**config.mk**
```make
export PLATFORM = sky130hd
export DESIGN_NAME = lsu_mem_ctrl
export DESIGN_NICKNAME = d
export VERILOG_FILES = /design/src/rtl/lsu_pkg.sv /design/src/rtl/lsu_byte_lane.sv /design/src/rtl/lsu_mem_ctrl.sv
export SDC_FILE = /design/constraint.sdc
export NUM_CORES = 1
export LEC_CHECK = 0
export BUFFER_PORTS_ARGS = -buffer_cell sky130_fd_sc_hd__buf_4
export CORE_AREA = 2 2 141 143
export DETAILED_ROUTE_END_ITERATION = 10
export DIE_AREA = 0 0 143 145
export PLACE_DENSITY = 0.51
export SETUP_SLACK_MARGIN = 0.05
export SLEW_MARGIN = 20
export SYNTH_ARGS = -nofsm -noshare
export SYNTH_HDL_FRONTEND = slang
export SYNTH_SLANG_ARGS = --single-unit
```
**constraint.sdc**
```tcl
create_clock -name clk -period 2.4 [get_ports clk]
set_input_delay 0.24 -clock clk [delete_from_list [all_inputs] [get_ports clk]]
set_output_delay 0.24 -clock clk [all_outputs]
set_load 0.1 [all_outputs]
```
**src/rtl/lsu_pkg.sv**
```systemverilog
// Shared definitions for the load/store unit: funct3 codes, FSM states,
// lane masks and small access-size helpers.
package lsu_pkg;

    // RV32I load/store funct3 encodings (stores reuse B/H/W)
    localparam logic [2:0] F3_B  = 3'b000;
    localparam logic [2:0] F3_H  = 3'b001;
    localparam logic [2:0] F3_W  = 3'b010;
    localparam logic [2:0] F3_BU = 3'b100;
    localparam logic [2:0] F3_HU = 3'b101;

    // Controller states, 2-bit encoding
    typedef enum logic [1:0] {
        ST_IDLE      = 2'd0,
        ST_LD_RESP   = 2'd1,
        ST_RMW_MERGE = 2'd2,
        ST_DONE      = 2'd3
    } lsu_state_e;

    // Lane masks, positioned at lane 0 and shifted by the byte offset
    localparam logic [31:0] LANE_BYTE_MASK = 32'h0000_00FF;
    localparam logic [31:0] LANE_HALF_MASK = 32'h0000_FFFF;

    // Size field 1x (010, 011, 110, 111) is treated as a full word
    function automatic logic is_word_access(input logic [2:0] f3);
        return f3[1];
    endfunction

    function automatic logic is_misaligned(input logic [2:0] f3, input logic [1:0] off);
        logic mis;
        mis = 1'b0;
        if (f3[1]) begin
            mis = (off != 2'b00);
        end else if (f3[0]) begin
            mis = off[0];
        end
        return mis;
    endfunction

endpackage

```
**src/rtl/lsu_byte_lane.sv**
```systemverilog
// Combinational lane logic: load extraction with sign/zero extension and
// store merge of a byte or halfword into an existing word.
module lsu_byte_lane
    import lsu_pkg::*;
(
    input  logic [31:0] ld_word,
    input  logic [1:0]  ld_offset,
    input  logic [2:0]  ld_funct3,
    output logic [31:0] ld_data,
    input  logic [31:0] st_old,
    input  logic [31:0] st_data,
    input  logic [1:0]  st_offset,
    input  logic [1:0]  st_size,
    output logic [31:0] st_word
);

    logic [7:0]  ld_byte;
    logic [15:0] ld_half;
    logic [4:0]  st_shift;
    logic [31:0] st_mask;

    // Select the addressed byte/halfword and extend it per funct3
    always_comb begin
        ld_data = ld_word;
        case (ld_offset)
            2'd0:    ld_byte = ld_word[7:0];
            2'd1:    ld_byte = ld_word[15:8];
            2'd2:    ld_byte = ld_word[23:16];
            default: ld_byte = ld_word[31:24];
        endcase
        ld_half = ld_offset[1] ? ld_word[31:16] : ld_word[15:0];
        case (ld_funct3)
            F3_B:    ld_data = {{24{ld_byte[7]}}, ld_byte};
            F3_BU:   ld_data = {24'h00_0000, ld_byte};
            F3_H:    ld_data = {{16{ld_half[15]}}, ld_half};
            F3_HU:   ld_data = {16'h0000, ld_half};
            F3_W:    ld_data = ld_word;
            default: ld_data = ld_word;
        endcase
    end

    // Replace only the targeted lane of the old word; words pass straight through
    always_comb begin
        st_shift = {st_offset, 3'b000};
        st_mask  = '0;
        st_word  = st_data;
        if (!st_size[1]) begin
            st_mask = (st_size[0] ? LANE_HALF_MASK : LANE_BYTE_MASK) << st_shift;
            st_word = (st_old & ~st_mask) | ((st_data << st_shift) & st_mask);
        end
    end

endmodule

```
**src/rtl/lsu_mem_ctrl.sv**
```systemverilog
// Load/store unit between EX/MEM and a word-wide data memory without byte
// enables. Sub-word stores use read-modify-write; errors skip the memory.
module lsu_mem_ctrl
    import lsu_pkg::*;
#(
    parameter int unsigned MEMORY_SIZE = 2048,
    parameter int unsigned ADDR_WIDTH  = $clog2(MEMORY_SIZE)
) (
    input  logic                  clk,
    input  logic                  rst_n,
    input  logic                  req_valid,
    output logic                  req_ready,
    input  logic                  req_we,
    input  logic [2:0]            req_funct3,
    input  logic [31:0]           req_addr,
    input  logic [31:0]           req_wdata,
    output logic                  resp_valid,
    output logic [31:0]           resp_rdata,
    output logic                  resp_misaligned,
    output logic                  resp_range_err,
    output logic [ADDR_WIDTH-1:0] dm_addr,
    output logic                  dm_we,
    output logic                  dm_re,
    output logic [31:0]           dm_wdata,
    input  logic [31:0]           dm_rdata
);

    lsu_state_e            state_q, state_d;
    logic [ADDR_WIDTH-1:0] addr_q;
    logic [1:0]            off_q;
    logic [2:0]            funct3_q;
    logic [31:0]           wdata_q;

    logic                  accept;
    logic                  req_mis, req_rng, req_err, req_sw;
    logic [31:0]           req_hi;
    logic [ADDR_WIDTH-1:0] req_word;
    logic [31:0]           ld_data, st_word;

    assign req_ready  = (state_q == ST_IDLE);
    assign accept     = req_ready && req_valid;
    assign req_hi     = req_addr >> (ADDR_WIDTH + 2);
    assign req_word   = req_addr[ADDR_WIDTH+1:2];
    assign req_mis    = is_misaligned(req_funct3, req_addr[1:0]);
    assign req_rng    = |req_hi;
    assign req_err    = req_mis || req_rng;
    assign req_sw     = req_we && is_word_access(req_funct3);
    assign resp_valid = (state_q == ST_DONE);

    lsu_byte_lane u_lane (
        .ld_word   (dm_rdata),
        .ld_offset (off_q),
        .ld_funct3 (funct3_q),
        .ld_data   (ld_data),
        .st_old    (dm_rdata),
        .st_data   (wdata_q),
        .st_offset (off_q),
        .st_size   (funct3_q[1:0]),
        .st_word   (st_word)
    );

    // State register
    always_ff @(posedge clk or negedge rst_n) begin
        if (!rst_n) begin
            state_q <= ST_IDLE;
        end else begin
            state_q <= state_d;
        end
    end

    // Next state and memory strobes; dm_we decodes state so reset kills it at once
    always_comb begin
        state_d  = state_q;
        dm_we    = 1'b0;
        dm_re    = 1'b0;
        dm_wdata = '0;
        // Registered address, bypassed from the request in the accept cycle so
        // the memory samples the new address on the accepting edge.
        dm_addr  = addr_q;
        case (state_q)
            ST_IDLE: begin
                if (req_valid) begin
                    dm_addr = req_word;
                    if (req_err) begin
                        state_d = ST_DONE;
                    end else if (!req_we) begin
                        dm_re   = 1'b1;
                        state_d = ST_LD_RESP;
                    end else if (req_sw) begin
                        dm_we    = 1'b1;
                        dm_wdata = req_wdata;
                        state_d  = ST_DONE;
                    end else begin
                        dm_re   = 1'b1;
                        state_d = ST_RMW_MERGE;
                    end
                end
            end
            ST_LD_RESP: begin
                state_d = ST_DONE;
            end
            ST_RMW_MERGE: begin
                dm_we    = 1'b1;
                dm_wdata = st_word;
                state_d  = ST_DONE;
            end
            default: begin
                state_d = ST_IDLE;
            end
        endcase
    end

    // Capture the request on acceptance; held until the next acceptance
    always_ff @(posedge clk or negedge rst_n) begin
        if (!rst_n) begin
            addr_q   <= '0;
            off_q    <= '0;
            funct3_q <= '0;
            wdata_q  <= '0;
        end else if (accept) begin
            addr_q   <= req_word;
            off_q    <= req_addr[1:0];
            funct3_q <= req_funct3;
            wdata_q  <= req_wdata;
        end
    end

    // Response registers, updated only on the transition into DONE
    always_ff @(posedge clk or negedge rst_n) begin
        if (!rst_n) begin
            resp_rdata      <= '0;
            resp_misaligned <= 1'b0;
            resp_range_err  <= 1'b0;
        end else begin
            case (state_q)
                ST_IDLE: begin
                    if (accept && (req_err || req_sw)) begin
                        resp_rdata      <= '0;
                        resp_misaligned <= req_mis;
                        resp_range_err  <= req_rng;
                    end
                end
                ST_LD_RESP: begin
                    resp_rdata      <= ld_data;
                    resp_misaligned <= 1'b0;
                    resp_range_err  <= 1'b0;
                end
                ST_RMW_MERGE: begin
                    resp_rdata      <= '0;
                    resp_misaligned <= 1'b0;
                    resp_range_err  <= 1'b0;
                end
                default: begin
                end
            endcase
        end
    end

endmodule

```
==> metrics.md <==
| Metric | Value |
|---|---|
| Mapped Cells | 593 |
| Reg-to-reg slack, setup | 0.48 ns |
| GRT Residual Overflow | 0 |
| Max-slew violations | 0 |
| CTS clk-pin slew, worst paths | 0.07 ns |
| Largest net degree at the start of global routing | 52 |
| RePlAce Congestion | 0.918 |
| Netlist cell types | 58 |
| Ports | 184 |
| Max_cap viols | 0 |
| First-pass GRT wire length | 33300 um |
| Worst R2R Start | off_q[1] |
| Post-Layout Cell Count | 1058 |
| Crit path max fanout | 8 |
| Reg-to-Reg End | resp_rdata[6] |
| Sum of buffers and inverters on the critical path | 3 |
| Core Box Area | 19200 um2 |
| Inst Count DP | 1028 |
| CP Class | reg -> out |
| Period utilization | 96.7% |
| Mean Syn Cell Area | 9.56 um2 |
| Register area share after synthesis | 37.1% |
| Synthesized area | 5670 um2 |
| Total Routing Usage GR | 20.7% |
| Final wirelength | 22000 um |
| Via count | 5689 |
| Crit. End Element | primary output |
| Fin nets | 895 |
| Die area | 20700 um2 |
| Vias/cell | 5.38 |
| Clk sinks | 84 |
| Worst slew margin | 53.5% |
| Setup_tns | 0 ns |
| Clock Path Buffers | 2 |
| Avg WL per Cell | 20.8 um |
| Worst Skew | 0.00786 ns |
| Hold crit path type | in -> reg |
| Ys Warns | 0 |
| WHS | 0.117 ns |
| Worst-Skew Late Latency | 0.35 ns |
| Die height | 145 um |
| EDFF count, synth | 0 |
| ANT nets after route | 0 |
| Hold Path Cell Cnt | 2 |
| Detailed Place HPWL | 16600 um |
| Critical path required time | 2.16 ns |
| Worst path depth | 7 |
| Final Hold Viols | 0 |
| Worst-Margin Slew | 0.697 ns |
| Routed length on met1 | 10100 um |
| Final setup margin | 0.0785 ns |
| Async S/R FF share, synth | 100% |
| Top sig layer | met4 |
| Highest clock rate | 0.431 GHz |
| Die X | 143 um |
| Starting Density | 29.5% |
| CP startpoint | off_q[1] |
| Final setup viols | 0 |
| Total CTS buffers | 9 |
| CP delay by family, top | compound AO/OA/AOI/OAI gates |
| Arrival @ worst endpoint | 2.08 ns |
| WL met2 | 10300 um |
| Status | finished clean |
| Pre-CTS setup slack | 0.227 ns |
| Post-layout minimum cycle time | 2.32 ns |
| Reg2reg path depth | 7 |
| TritonCTS clock tree | done |
| Setup crit end | dm_wdata[10] |
| H-tree lvl count | 3 |
| Ys flop type | dfrtp_1 |
| CP startpoint kind | flop |
| Drt pass-1 iters | 4 |
| Unrepaired setup endpoints after global routing | yes |
| Violation count after the first detailed-route iteration | 271 |
| Initial antenna violation count | 0 |
| Critical path's slowest cell | dfrtp_4 |
| Site row count | 51 |
| Post-synthesis register bit count | 84 |
| Mapped Nets | 700 |
| Layout area overhead | 55.5% |
| Vias in the first global route | 5708 |
| Met3 WL | 1070 um |
| Share of cells above drive strength 1 | 51.2% |
| DRC violations left | 0 |
| Crit-path cells | buf_6 > o21ba_4 > o22a_1 > o221ai_2 > buf_4 > o21ai_4 > buf_12 |
| # diodes | 0 |
| PortBufs | 183 |
| Worst stage delay on the critical path | 0.54 ns |
| Clock Tree Root | clkbuf_16 |
[synth_stat cells (2+ instances only)]
cell	number	area [um2]
a211o_1	6	52.6
a211oi_1	8	60.1
a21o_1	3	22.5
a21oi_1	12	60.1
a221o_1	2	20.0
a22o_1	19	166
a31oi_1	2	12.5
and2_1	2	12.5
and3_1	10	62.6
buf_1	4	15.0
buf_2	9	45.0
buf_4	5	37.5
buf_6	2	22.5
clkbuf_1	32	120
clkinv_1	3	11.3
dfrtp_1	84	2100
ha_1	4	50.1
inv_1	13	48.8
mux2_2	69	777
mux2i_1	21	210
nand2_1	55	206
nand2b_1	20	125
nand3_1	9	45.0
nand3b_1	3	22.5
nand4_1	2	12.5
nor2_1	20	75.1
nor2b_1	8	50.1
nor3b_1	15	113
nor4_1	9	56.3
o2111ai_1	7	61.3
o211ai_1	2	15.0
o21ai_0	49	245
o21ai_1	2	10.0
o221ai_1	16	140
o22a_1	8	70.1
o22ai_1	14	87.6
o2bb2ai_1	15	131
o311ai_0	8	70.1
o311ai_2	2	32.5
[layout make-up]
| type | instances | area [um2] |
|---|---|---|
| clock buffers | 13 | 260 |
| clock inverters | 3 | 45.0 |
| well taps | 265 | 332 |
| multi-input cells | 441 | 3870 |
| flip-flops and latches | 84 | 2110 |
| inverters | 16 | 66.3 |
| fillers | 1807 | 10400 |
| repair buffers | 236 | 2130 |
[metal layers]
| layer | vias up | GRT usage [%] |
|---|---|---|
| met3 | 31 | 2.61 |
| met2 | 205 | 32.5 |
| li1 | 2643 | - |
| met4 | 0 | 7.28 |
| met1 | 2810 | 29.2 |
| met5 | - | 0 |
[worst min path at each step]
stage / to / slack, ns / startpoint
final: funct3_q[2] / 0.12 / req_funct3[2]
after floorplan: addr_q[0] / -0.06 / rst_n
after CTS: funct3_q[2] / 0.11 / req_funct3[2]
after global routing: addr_q[10] / 0.12 / req_addr[12]
after global placement: resp_rdata[27] / 0.31 / rst_n
after detailed placement: resp_rdata[27] / 0.32 / rst_n
[state kept, by name (all words and copies together), names as in the netlist]
register and cells:
resp_rdata 32, wdata_q 32, addr_q 11, funct3_q 3, off_q 2, state_q 2, resp_misaligned 1, resp_range_err 1
[placed cells by master (no fill, tap or decap), types with 9 or more instances in the layout]
| cell | instances |
|---|---|
| nand2b_1 | 18 |
| buf_4 | 190 |
| mux2_2 | 69 |
| a22o_1 | 19 |
| o22ai_1 | 14 |
| mux2i_1 | 21 |
| nand2_1 | 51 |
| o21ai_0 | 18 |
| o21ai_4 | 29 |
| inv_1 | 11 |
| buf_6 | 17 |
| buf_12 | 13 |
| o221ai_2 | 10 |
| o2bb2ai_1 | 15 |
| dfrtp_1 | 80 |
| nor2_1 | 19 |
| and3_1 | 9 |
| clkbuf_16 | 11 |
| buf_8 | 13 |
| nor4_1 | 9 |
| a21oi_1 | 12 |
[timing repair]
item	CTS	global route
hold buffers	1	0
endpoints found under the setup margin	42	33
cloned	0	2
resized for setup	56	74
hold endpoints to repair	50	0
setup buffers	1	10
pin swaps	1	9
[through the flow]
step                      utilization, %  area, um2
after floorplan                        -       6030
after global placement              40.9       7860
after detailed placement            40.9       7860
after CTS                           43.7       8390
after global routing                45.9       8810
final                               45.9       8810
[cells by family after synthesis]
group,after synthesis,share of synthesized area (%)
compound gates,186,24.3
buf+inv,68,5.30
mux,90,17.4
flops,84,37.1
fa+ha+maj,4,0.883
simple gates,161,15.0
Power is left out: the tool's default activity adds up to more than one toggle a clock period on the data nets, which glitch-free logic cannot reach.
